$ cat config.mk
export PLATFORM = sky130hd
export DESIGN_NAME = delay_tap_calibrator
export DESIGN_NICKNAME = d
export VERILOG_FILES = /design/src/rtl/delay_cal_pkg.sv /design/src/rtl/bit_synchronizer.sv /design/src/rtl/delay_tap_calibrator.sv
export SDC_FILE = /design/constraint.sdc
export NUM_CORES = 1
export LEC_CHECK = 0
export ABC_AREA = 0
export BUFFER_PORTS_ARGS = -buffer_cell sky130_fd_sc_hd__buf_2
export CAP_MARGIN = 5
export CORE_ASPECT_RATIO = 1.75
export CORE_UTILIZATION = 49
export DETAILED_ROUTE_END_ITERATION = 8
export GPL_ROUTABILITY_DRIVEN = 0
export HOLD_SLACK_MARGIN = 0.08
export PLACE_DENSITY = 0.71
export RECOVER_POWER = 25
export SETUP_SLACK_MARGIN = 0.3
export SLEW_MARGIN = 15
export SYNTH_ARGS = -nofsm -noshare
export SYNTH_HDL_FRONTEND = slang
export SYNTH_HIERARCHICAL = 1
export SYNTH_SLANG_ARGS = --single-unit
export TNS_END_PERCENT = 20
$ cat constraint.sdc
create_clock -name clk -period 2.3 [get_ports clk]
set_clock_uncertainty 0.2 [all_clocks]
set_input_delay 0.115 -clock clk [delete_from_list [all_inputs] [get_ports clk]]
set_output_delay 0.115 -clock clk [all_outputs]
set_load 0.05 [all_outputs]
$ cat src/rtl/delay_cal_pkg.sv
// Shared types, constants and helpers for the delay-line tap calibrator.
package delay_cal_pkg;

    localparam int NUM_TAPS = 4;
    localparam int TAP_W    = 2;

    typedef enum logic [2:0] {
        IDLE,
        LAUNCH,
        WAIT,
        DRAIN,
        NEXT,
        EVAL
    } cal_state_e;

    // Index of the lowest set bit of v; returns 0 when v is empty, so callers test |v first.
    function automatic logic [TAP_W-1:0] lowest_set(input logic [NUM_TAPS-1:0] v);
        logic [TAP_W-1:0] idx;
        idx = '0;
        for (int i = NUM_TAPS - 1; i >= 0; i--) begin
            if (v[i]) begin
                idx = TAP_W'(i);
            end
        end
        return idx;
    endfunction

endpackage

$ cat src/rtl/bit_synchronizer.sv
// Multi-flop synchronizer bringing a single asynchronous bit into the clk domain.
module bit_synchronizer #(
    parameter int SYNC_STAGES = 2
) (
    input  logic clk,
    input  logic reset,
    input  logic d,
    output logic q
);

    logic [SYNC_STAGES-1:0] sync_reg;

    // Shift the raw input through the flop chain; the last flop is the usable copy.
    always_ff @(posedge clk or negedge reset) begin
        if (!reset) begin
            sync_reg <= '0;
        end else begin
            sync_reg <= {sync_reg[SYNC_STAGES-2:0], d};
        end
    end

    assign q = sync_reg[SYNC_STAGES-1];

endmodule

$ cat src/rtl/delay_tap_calibrator.sv
// Calibration controller for a 4-tap delay line: probes each tap, measures the
// echo latency in clock cycles and leaves mux_sel on the shortest acceptable tap.
module delay_tap_calibrator
    import delay_cal_pkg::*;
#(
    parameter int LAT_W       = 8,
    parameter int MAX_WAIT    = 255,
    parameter int SYNC_STAGES = 2
) (
    input  logic                      clk,
    input  logic                      reset,
    input  logic                      start,
    input  logic [LAT_W-1:0]          target,
    input  logic                      echo,
    output logic                      probe,
    output logic [TAP_W-1:0]          mux_sel,
    output logic                      busy,
    output logic                      done,
    output logic                      fail,
    output logic [NUM_TAPS*LAT_W-1:0] tap_lat
);

    localparam logic [LAT_W-1:0] MAX_CNT  = LAT_W'(MAX_WAIT);
    localparam logic [LAT_W-1:0] CNT_ONE  = LAT_W'(1);
    localparam logic [TAP_W-1:0] LAST_TAP = TAP_W'(NUM_TAPS - 1);

    cal_state_e          state_reg, state_next;
    logic [LAT_W-1:0]    cnt_reg, cnt_next;
    logic [LAT_W-1:0]    target_reg, target_next;
    logic [LAT_W-1:0]    tap_lat_reg  [NUM_TAPS];
    logic [LAT_W-1:0]    tap_lat_next [NUM_TAPS];
    logic [NUM_TAPS-1:0] timeout_reg, timeout_next;
    logic [TAP_W-1:0]    mux_sel_reg, mux_sel_next;
    logic                probe_reg, probe_next;
    logic                busy_reg, busy_next;
    logic                done_reg, done_next;
    logic                fail_reg, fail_next;

    logic                echo_s;
    logic                echo_s_q_reg;
    logic                echo_rise;
    logic [NUM_TAPS-1:0] qualify;
    logic [LAT_W-1:0]    cnt_sat_inc;
    logic                cnt_last;

    bit_synchronizer #(
        .SYNC_STAGES(SYNC_STAGES)
    ) u_echo_sync (
        .clk  (clk),
        .reset(reset),
        .d    (echo),
        .q    (echo_s)
    );

    // Delayed copy of the synchronized echo for rising-edge detection.
    always_ff @(posedge clk or negedge reset) begin
        if (!reset) begin
            echo_s_q_reg <= 1'b0;
        end else begin
            echo_s_q_reg <= echo_s;
        end
    end

    assign echo_rise   = echo_s & ~echo_s_q_reg;
    assign cnt_sat_inc = (cnt_reg == MAX_CNT) ? cnt_reg : cnt_reg + CNT_ONE;
    assign cnt_last    = ((cnt_reg + CNT_ONE) == MAX_CNT);

    // Per-tap qualification for the final selection, and flattening of the results.
    for (genvar gi = 0; gi < NUM_TAPS; gi++) begin : g_tap
        assign qualify[gi] = ~timeout_reg[gi] & (tap_lat_reg[gi] >= target_reg);
        assign tap_lat[gi*LAT_W +: LAT_W] = tap_lat_reg[gi];
    end

    // FSM state register.
    always_ff @(posedge clk or negedge reset) begin
        if (!reset) begin
            state_reg <= IDLE;
        end else begin
            state_reg <= state_next;
        end
    end

    // Next-state and datapath updates for the calibration sequence.
    always_comb begin
        state_next   = state_reg;
        cnt_next     = cnt_reg;
        target_next  = target_reg;
        tap_lat_next = tap_lat_reg;
        timeout_next = timeout_reg;
        mux_sel_next = mux_sel_reg;
        probe_next   = probe_reg;
        busy_next    = busy_reg;
        done_next    = 1'b0;
        fail_next    = fail_reg;

        unique case (state_reg)
            IDLE: begin
                if (start) begin
                    target_next = target;
                    for (int t = 0; t < NUM_TAPS; t++) begin
                        tap_lat_next[t] = '0;
                    end
                    timeout_next = '0;
                    fail_next    = 1'b0;
                    mux_sel_next = '0;
                    busy_next    = 1'b1;
                    state_next   = LAUNCH;
                end
            end

            LAUNCH: begin
                probe_next = 1'b1;
                cnt_next   = '0;
                state_next = WAIT;
            end

            WAIT: begin
                // When the rise is observed, echo_s went high on the previous
                // edge, which is exactly cnt_reg edges after probe went high.
                if (echo_rise) begin
                    tap_lat_next[mux_sel_reg] = cnt_reg;
                    probe_next = 1'b0;
                    cnt_next   = '0;
                    state_next = DRAIN;
                end else if (cnt_last) begin
                    tap_lat_next[mux_sel_reg] = MAX_CNT;
                    timeout_next[mux_sel_reg] = 1'b1;
                    probe_next = 1'b0;
                    cnt_next   = '0;
                    state_next = DRAIN;
                end else begin
                    cnt_next = cnt_sat_inc;
                end
            end

            DRAIN: begin
                // Let the echo settle low before moving the mux to another tap.
                if (!echo_s) begin
                    state_next = NEXT;
                end else if (cnt_last) begin
                    timeout_next[mux_sel_reg] = 1'b1;
                    state_next = NEXT;
                end else begin
                    cnt_next = cnt_sat_inc;
                end
            end

            NEXT: begin
                if (mux_sel_reg == LAST_TAP) begin
                    state_next = EVAL;
                end else begin
                    mux_sel_next = mux_sel_reg + TAP_W'(1);
                    state_next   = LAUNCH;
                end
            end

            EVAL: begin
                if (|qualify) begin
                    mux_sel_next = lowest_set(qualify);
                end else begin
                    mux_sel_next = LAST_TAP;
                    fail_next    = 1'b1;
                end
                done_next  = 1'b1;
                busy_next  = 1'b0;
                state_next = IDLE;
            end

            default: begin
                state_next = IDLE;
            end
        endcase
    end

    // Datapath and output registers.
    always_ff @(posedge clk or negedge reset) begin
        if (!reset) begin
            cnt_reg     <= '0;
            target_reg  <= '0;
            for (int t = 0; t < NUM_TAPS; t++) begin
                tap_lat_reg[t] <= '0;
            end
            timeout_reg <= '0;
            mux_sel_reg <= '0;
            probe_reg   <= 1'b0;
            busy_reg    <= 1'b0;
            done_reg    <= 1'b0;
            fail_reg    <= 1'b0;
        end else begin
            cnt_reg     <= cnt_next;
            target_reg  <= target_next;
            tap_lat_reg <= tap_lat_next;
            timeout_reg <= timeout_next;
            mux_sel_reg <= mux_sel_next;
            probe_reg   <= probe_next;
            busy_reg    <= busy_next;
            done_reg    <= done_next;
            fail_reg    <= fail_next;
        end
    end

    assign probe   = probe_reg;
    assign mux_sel = mux_sel_reg;
    assign busy    = busy_reg;
    assign done    = done_reg;
    assign fail    = fail_reg;

endmodule

# ---- After elaboration in Yosys (flattened, before gate mapping)
# Cells that the tools add are included.
# Widths: inputs -> output; s select.
dict set report totals {
  reg_bits 64
  latchBits 0
  ram_bits 0
  rom_bits 0
  in_bits 12
  wordCells 117
  memories 0
}
dict set report classes {
  addsub 2
  n_mul 0
  n_div 0
  n_lt_le_gt_ge 8
  eq_ne 16
  shift 0
  n_mux 44
  n_bitwise 13
  n_reduce_logical 19
}
# op n
set ops {}
lappend ops {{$mux 32} 3}
lappend ops {{$pmux 32 s2} 1}
lappend ops {{$mux 8} 6}
lappend ops {{$bwmux 32} 1}
lappend ops {{$ge 8x8->1} 4}
lappend ops {{$or 32x32->32} 1}
lappend ops {{$pmux 8 s3} 1}
lappend ops {{$mux 3} 6}
lappend ops {{$demux 8 s2} 1}
lappend ops {{$eq 8x8->1 const B} 2}
lappend ops {{$mux 4} 4}
lappend ops {{$pmux 3 s5} 1}
lappend ops {{$reduce_and 3->1} 5}
lappend ops {{$mux 2} 7}
lappend ops {{$pmux 4 s3} 1}
lappend ops {{$ne 2x2->1 const B} 5}
lappend ops {{$reduce_bool 3->1} 3}
lappend ops {{$add 8x1->8 const B} 1}
lappend ops {{$mux 1} 7}
lappend ops {{$eq 3x2->1 const B} 2}
lappend ops {{$eq 3x3->1 const B} 2}
lappend ops {{$ne 3x3->1 const B} 2}
lappend ops {{$pmux 1 s2} 3}
lappend ops {{$pmux 2 s3} 1}
lappend ops {{19 further kinds} 32}

# ---- Logic depth before layout (Yosys ltp)
dict set report logic_depth {
  word_depth 9
  depth_mapped 9
  depth_no_buf 8
}

# ---- Hierarchy
# Netlist, hierarchy kept.
# mod instances cells_each area_each_um2 seq_area_each_um2
set by_module_without_submodules {}
lappend by_module_without_submodules {delay_tap_calibrator 1 361 3482.1 1551.5}
lappend by_module_without_submodules {bit_synchronizer 1 2 50.0 50.0}

# ---- Worst setup path after synthesis
# OpenSTA, ideal clock, no wires.
dict set report synth_timing {
  path_kind {flip-flop to flip-flop}
  start {register tap_lat_reg, in the netlist tap_lat[8]}
  end {register fail_reg (netlist: fail)}
  arrival_ps 2010
  path_slack_ps 25
  stages_incl_launch_ff 9
  path_buffers 0
  path_cell_list {dfrtp_1 > inv_1 > ha_1 > nand2b_1 > a2111o_1 > a22oi_1 > nand3_1 > nor2_1 > o21a_1}
}
dict set report synth_via {
  elab_chain_len 5
}
# item line
set synth_rtl {}
lappend synth_rtl {{from (decl)} delay_tap_calibrator.sv:30} ;# logic [LAT_W-1:0] tap_lat_reg [NUM_TAPS];
lappend synth_rtl {{from (signal assigned)} delay_tap_calibrator.sv:192} ;# tap_lat_reg <= tap_lat_next;
lappend synth_rtl {{$ge 8x8->1} delay_tap_calibrator.sv:70} ;# assign qualify[gi] = ~timeout_reg[gi] & (tap_lat_reg[gi] >= target_reg);
lappend synth_rtl {{$and 1x1->1} delay_tap_calibrator.sv:70}
lappend synth_rtl {{$reduce_or 4->1} delay_tap_calibrator.sv:158} ;# if (|qualify) begin
lappend synth_rtl {{$ne 2x2->1 (no line)} n/a}
lappend synth_rtl {{$reduce_and 3->1 (no line)} n/a}
lappend synth_rtl {{to (signal assigned)} delay_tap_calibrator.sv:198} ;# fail_reg <= fail_next;
lappend synth_rtl {{to (decl)} delay_tap_calibrator.sv:37} ;# logic fail_reg, fail_next;
# No other way between the ends.
# A chain may end at the register's enable or synchronous reset.

# ---- Worst setup path in the final report
dict set report layout_timing {
  start {register cnt_reg[0]}
  end {register cnt_reg[3]}
}
dict set report layout_via {
  elab_chain_len 5
  word_cells_on_any_way 11
  classes_between {add/sub (1); eq/ne (3); mux (6); reduce/logical (1)}
}
# item line
set layout_rtl {}
lappend layout_rtl {{from (decl)} delay_tap_calibrator.sv:28} ;# logic [LAT_W-1:0] cnt_reg, cnt_next;
lappend layout_rtl {{from (signal assigned)} delay_tap_calibrator.sv:190} ;# cnt_reg <= cnt_next;
lappend layout_rtl {{$add 8x1->8 or $eq 8x8->1 (tied branches)} {delay_tap_calibrator.sv:65, delay_tap_calibrator.sv:66}}
lappend layout_rtl {{$eq 8x8->1 or $mux 8 (tied branches)} {delay_tap_calibrator.sv:66, delay_tap_calibrator.sv:65}}
lappend layout_rtl {{$mux 8, on equally long branches} {delay_tap_calibrator.sv:125, delay_tap_calibrator.sv:140}}
lappend layout_rtl {{$mux 8, on equally long branches} {delay_tap_calibrator.sv:120, delay_tap_calibrator.sv:138}}
lappend layout_rtl {{$pmux 8 s3} delay_tap_calibrator.sv:96} ;# unique case (state_reg)
# Several ways; a longest one is shown, not always the timed one. The select of a mux whose other input is x is not followed.

==> flow_summary_export.csv <==
group,metric,value,unit
floorplan,start_util,0.5114,
pwr,switching_share,0.4893,
critical_path,cpPeakStageDelay,0.44,ns
detailed_routing,viasPerCell,5.715,
final_layout,register_area,1605,um2
critical_path,reg2reg_from,"cnt_reg[0]",
pwr,worst_ir_drop_vdd,0.7015,mV
sta,whs,0.1530,ns
critical_path,crit_end,"cnt_reg[3]",
pwr,power_frac_comb,0.551,
synth,muxShareOfSynthArea,0.006022,
critical_path,rr_worst_depth,9,
sta,period_needed,2.140,ns
flow_run,cap_violations,1,
final_layout,largest_reg_flops,32,
sta,drv_slew,26,
placement,pre_cts_ws,0.03120,ns
floorplan,io_pins,50,
clock_network,cts_buffer_depth,2,
global_route,gr-total-overflow,0,
critical_path,path_delay_family,"simple AND/OR/NAND/NOR gates",
critical_path,critPathLaunchType,"flop",
synth,synth_seq_cells,64,
synth,ys.flop_type,"dfrtp_1",
critical_path,timing.rr.end,"cnt_reg[3]",
clock_network,h-tree-depth,3,
final_layout,nNetsFinal,491,
synth,ys_async_sr_fraction,1.000,
clock_network,clock_latency,0.34,ns
final_layout,design_area,4486,um2
pwr,p_per_area,1600,nW/um2
final_layout,num_antenna_cells,0,
placement,dpl_cell_area,3986,um2
run_status,status,"complete, but fails checks",
final_layout,multi_input_area,1887,um2
clock_network,cts_tree,"done",
critical_path,rrSetupSlack,0.16,ns
clock_network,root_buffer,"clkbuf_16",
critical_path,cp_num_cells,9,
pwr,leakage,0.002210,uW
detailed_routing,drtAntennaViolNets,0,
clock_network,clk_pin_slew_worst_paths,0.05,ns
synth,synth-compound-area-share,0.2108,
clock_network,clock-sinks,64,
sta,tightest_slew,1.586,ns
synth,ys_warn_count,6,
synth,synth_adder_area_share,0.1346,
critical_path,cp_max_fo,6,
detailed_routing,drt-initial-drc-count,227,
synth,synth-edff-count,0,
global_route,antenna_found_initial,0,
critical_path,worst_setup_path_end_kind,"flop",
synth,syn_inst,363,
synth,synth_nets,413,
global_route,grt_max_degree,27,
synth,syn_avg_cell_area,9.730,um2
pwr,seqPwrFrac,0.271,
sta,setup-violations-final,0,
floorplan,core-area,6907,um2
placement,portBuffers,49,
detailed_routing,drcViolationCount,0,
global_route,grt_pass1_wl,14560,um
detailed_routing,wl_per_cell,17.15,um
floorplan,dieWidth,66.18,um
sta,slew_headroom,-0.05758,
pwr,p_sw,3512,uW
min_path,hold_class,"reg -> reg",
critical_path,crit_buf_inv,2,
critical_path,critical_path_required,2.31,ns
synth,ys_seq_area_frac,0.4534,
floorplan,die_area,7565,um2
sta,worst_slack,0.1600,ns
synth,synth_cell_types,48,
run_status,violations,"max-capacitance violations, max-slew violations",
sta,tns,0,ns
final_layout,syn_to_final_growth,26.99,%
sta,period_share,0.9304,
critical_path,cp-startpoint,"cnt_reg[0]",
final_layout,drive_gt1_frac,0.2629,
synth,yosys.area_share.simple,0.1516,
final_layout,n_fill_cell,584,
critical_path,cp_data_arrival_time,2.15,ns
placement,dpl.hpwl,6820,um
synth,synth-xor-area-share,0.004959,
sta,hold_viol_final,0,
global_route,grt_use_total,0.2642,
global_route,grt_pass1_vias,2990,
synth,synth_top_family_by_area,"compound AO/OA/AOI/OAI gates",
detailed_routing,routed-via-count,3023,
floorplan,die_h,114.3,um
critical_path,path_cells,"ha_4 -> xor2_1 -> nand3_1 -> or3_4 -> a21oi_4 -> buf_4 -> clkbuf_16 -> a311o_2 -> a21oi_1",
clock_network,cts_buffers,9,
sta,timing.fmax,467.3,MHz
pwr,p_total,7177,uW
detailed_routing,dr.pass1.iters,4,
sta,rsz0062_at_grt,"yes",
critical_path,slowest_stage,"dfrtp_2",
synth,synthesis.area,3532,um2
critical_path,critical_path_class,"reg -> reg",
detailed_routing,wirelength,9072,um
floorplan,fp-row-count,40,
pwr,clkPwrFrac,0.178,
pwr,internal_power,3666,uW
==> timing repair <==
| item | 4_1_cts | 5_1_grt |
|---|---|---|
| endpoints found under the setup margin | 50 | 50 |
| gates resized for setup | 12 | 8 |
| hold endpoints to repair | 59 | 0 |
| hold buffers | 11 | 0 |
| pin swaps | 2 | 1 |
| gates cloned | 0 | 1 |
| buffers inserted | 0 | 2 |
==> kinds of logic after synthesis <==
logic type / Yosys count
AO/OA/AOI/OAI: 119
XOR/XNOR: 2
adder cells (fa/ha/maj): 38
buffers and inverters: 32
flip-flops: 64
multiplexers: 2
AND/OR/NAND/NOR: 106
==> synthesized netlist by cell type, types with 2 or more instances <==
cell	n	area share
dfrtp_1	64	0.45
nand2_1	48	0.051
ha_1	38	0.13
a21oi_1	35	0.050
o21ai_1	32	0.045
nor2_1	26	0.028
inv_1	21	0.022
o21ai_0	16	0.023
a21o_1	7	0.015
nand2b_1	7	0.012
clkbuf_1	6	0.0064
nand3_1	6	0.0085
nand3_4	4	0.020
a211o_2	3	0.0085
a211oi_1	3	0.0064
a311o_2	3	0.0096
a31oi_1	3	0.0053
nand4_1	3	0.0053
a2111oi_0	2	0.0050
a41oi_1	2	0.0050
buf_1	2	0.0021
buf_6	2	0.0064
nand4b_1	2	0.0050
nor2b_1	2	0.0035
o21a_1	2	0.0042
or3_1	2	0.0035
==> layout by cell type, fill, tap and decap left out, types with 10 or more instances in the layout <==
cell / count
a21oi_1: 33
buf_2: 48
buf_4: 15
clkbuf_16: 10
dfrtp_1: 61
dlygate4sd3_1: 11
ha_1: 37
inv_1: 21
nand2_1: 48
nor2_1: 26
o21ai_0: 16
o21ai_1: 24
==> power by group through the flow <==
stage	logic (uW)	clock network, uW	registers, uW
CTS	3900	1290	1930
floorplan	1770	0	2880
global route	4310	1340	2000
global placement	3690	0	1930
detailed placement	3780	0	1950
finish	3960	1280	1940
==> stage by stage <==
stage,util,cells
floorplan,-,363
detailed placement,0.5772,500
global placement,0.5772,500
finish,0.6495,529
CTS,0.6397,526
global route,0.6495,529
==> final cells by class <==
class	instances	area share
multi-input combinational	267	0.4206
sequential	64	0.3579
timing repair buffer	78	0.1185
clock buffer	15	0.06192
tap	84	0.02343
inverter	21	0.01757
==> metal layers <==
| metal | global-route usage | up-vias | wire length (um) |
|---|---|---|---|
| li1 | - | 1455 | - |
| met1 | 0.2849 | 1461 | 3454 |
| met2 | 0.4741 | 84 | 4987 |
| met3 | 0.04382 | 23 | 322 |
| met4 | 0.1461 | 0 | 307 |
| met5 | 0 | - | 0 |
==> worst min path at each step <==
stage	cells past startpoint	endpoint	start
after floorplan	0	busy	reset
after global placement	1	cnt_reg[4]	reset
after detailed placement	1	cnt_reg[4]	reset
after CTS	0	u_echo_sync/sync_reg[1]	u_echo_sync/sync_reg[0]
after global routing	0	u_echo_sync/sync_reg[1]	u_echo_sync/sync_reg[0]
final	0	u_echo_sync/sync_reg[1]	u_echo_sync/sync_reg[0]
Note: power is estimated with default switching activity, not from simulation.
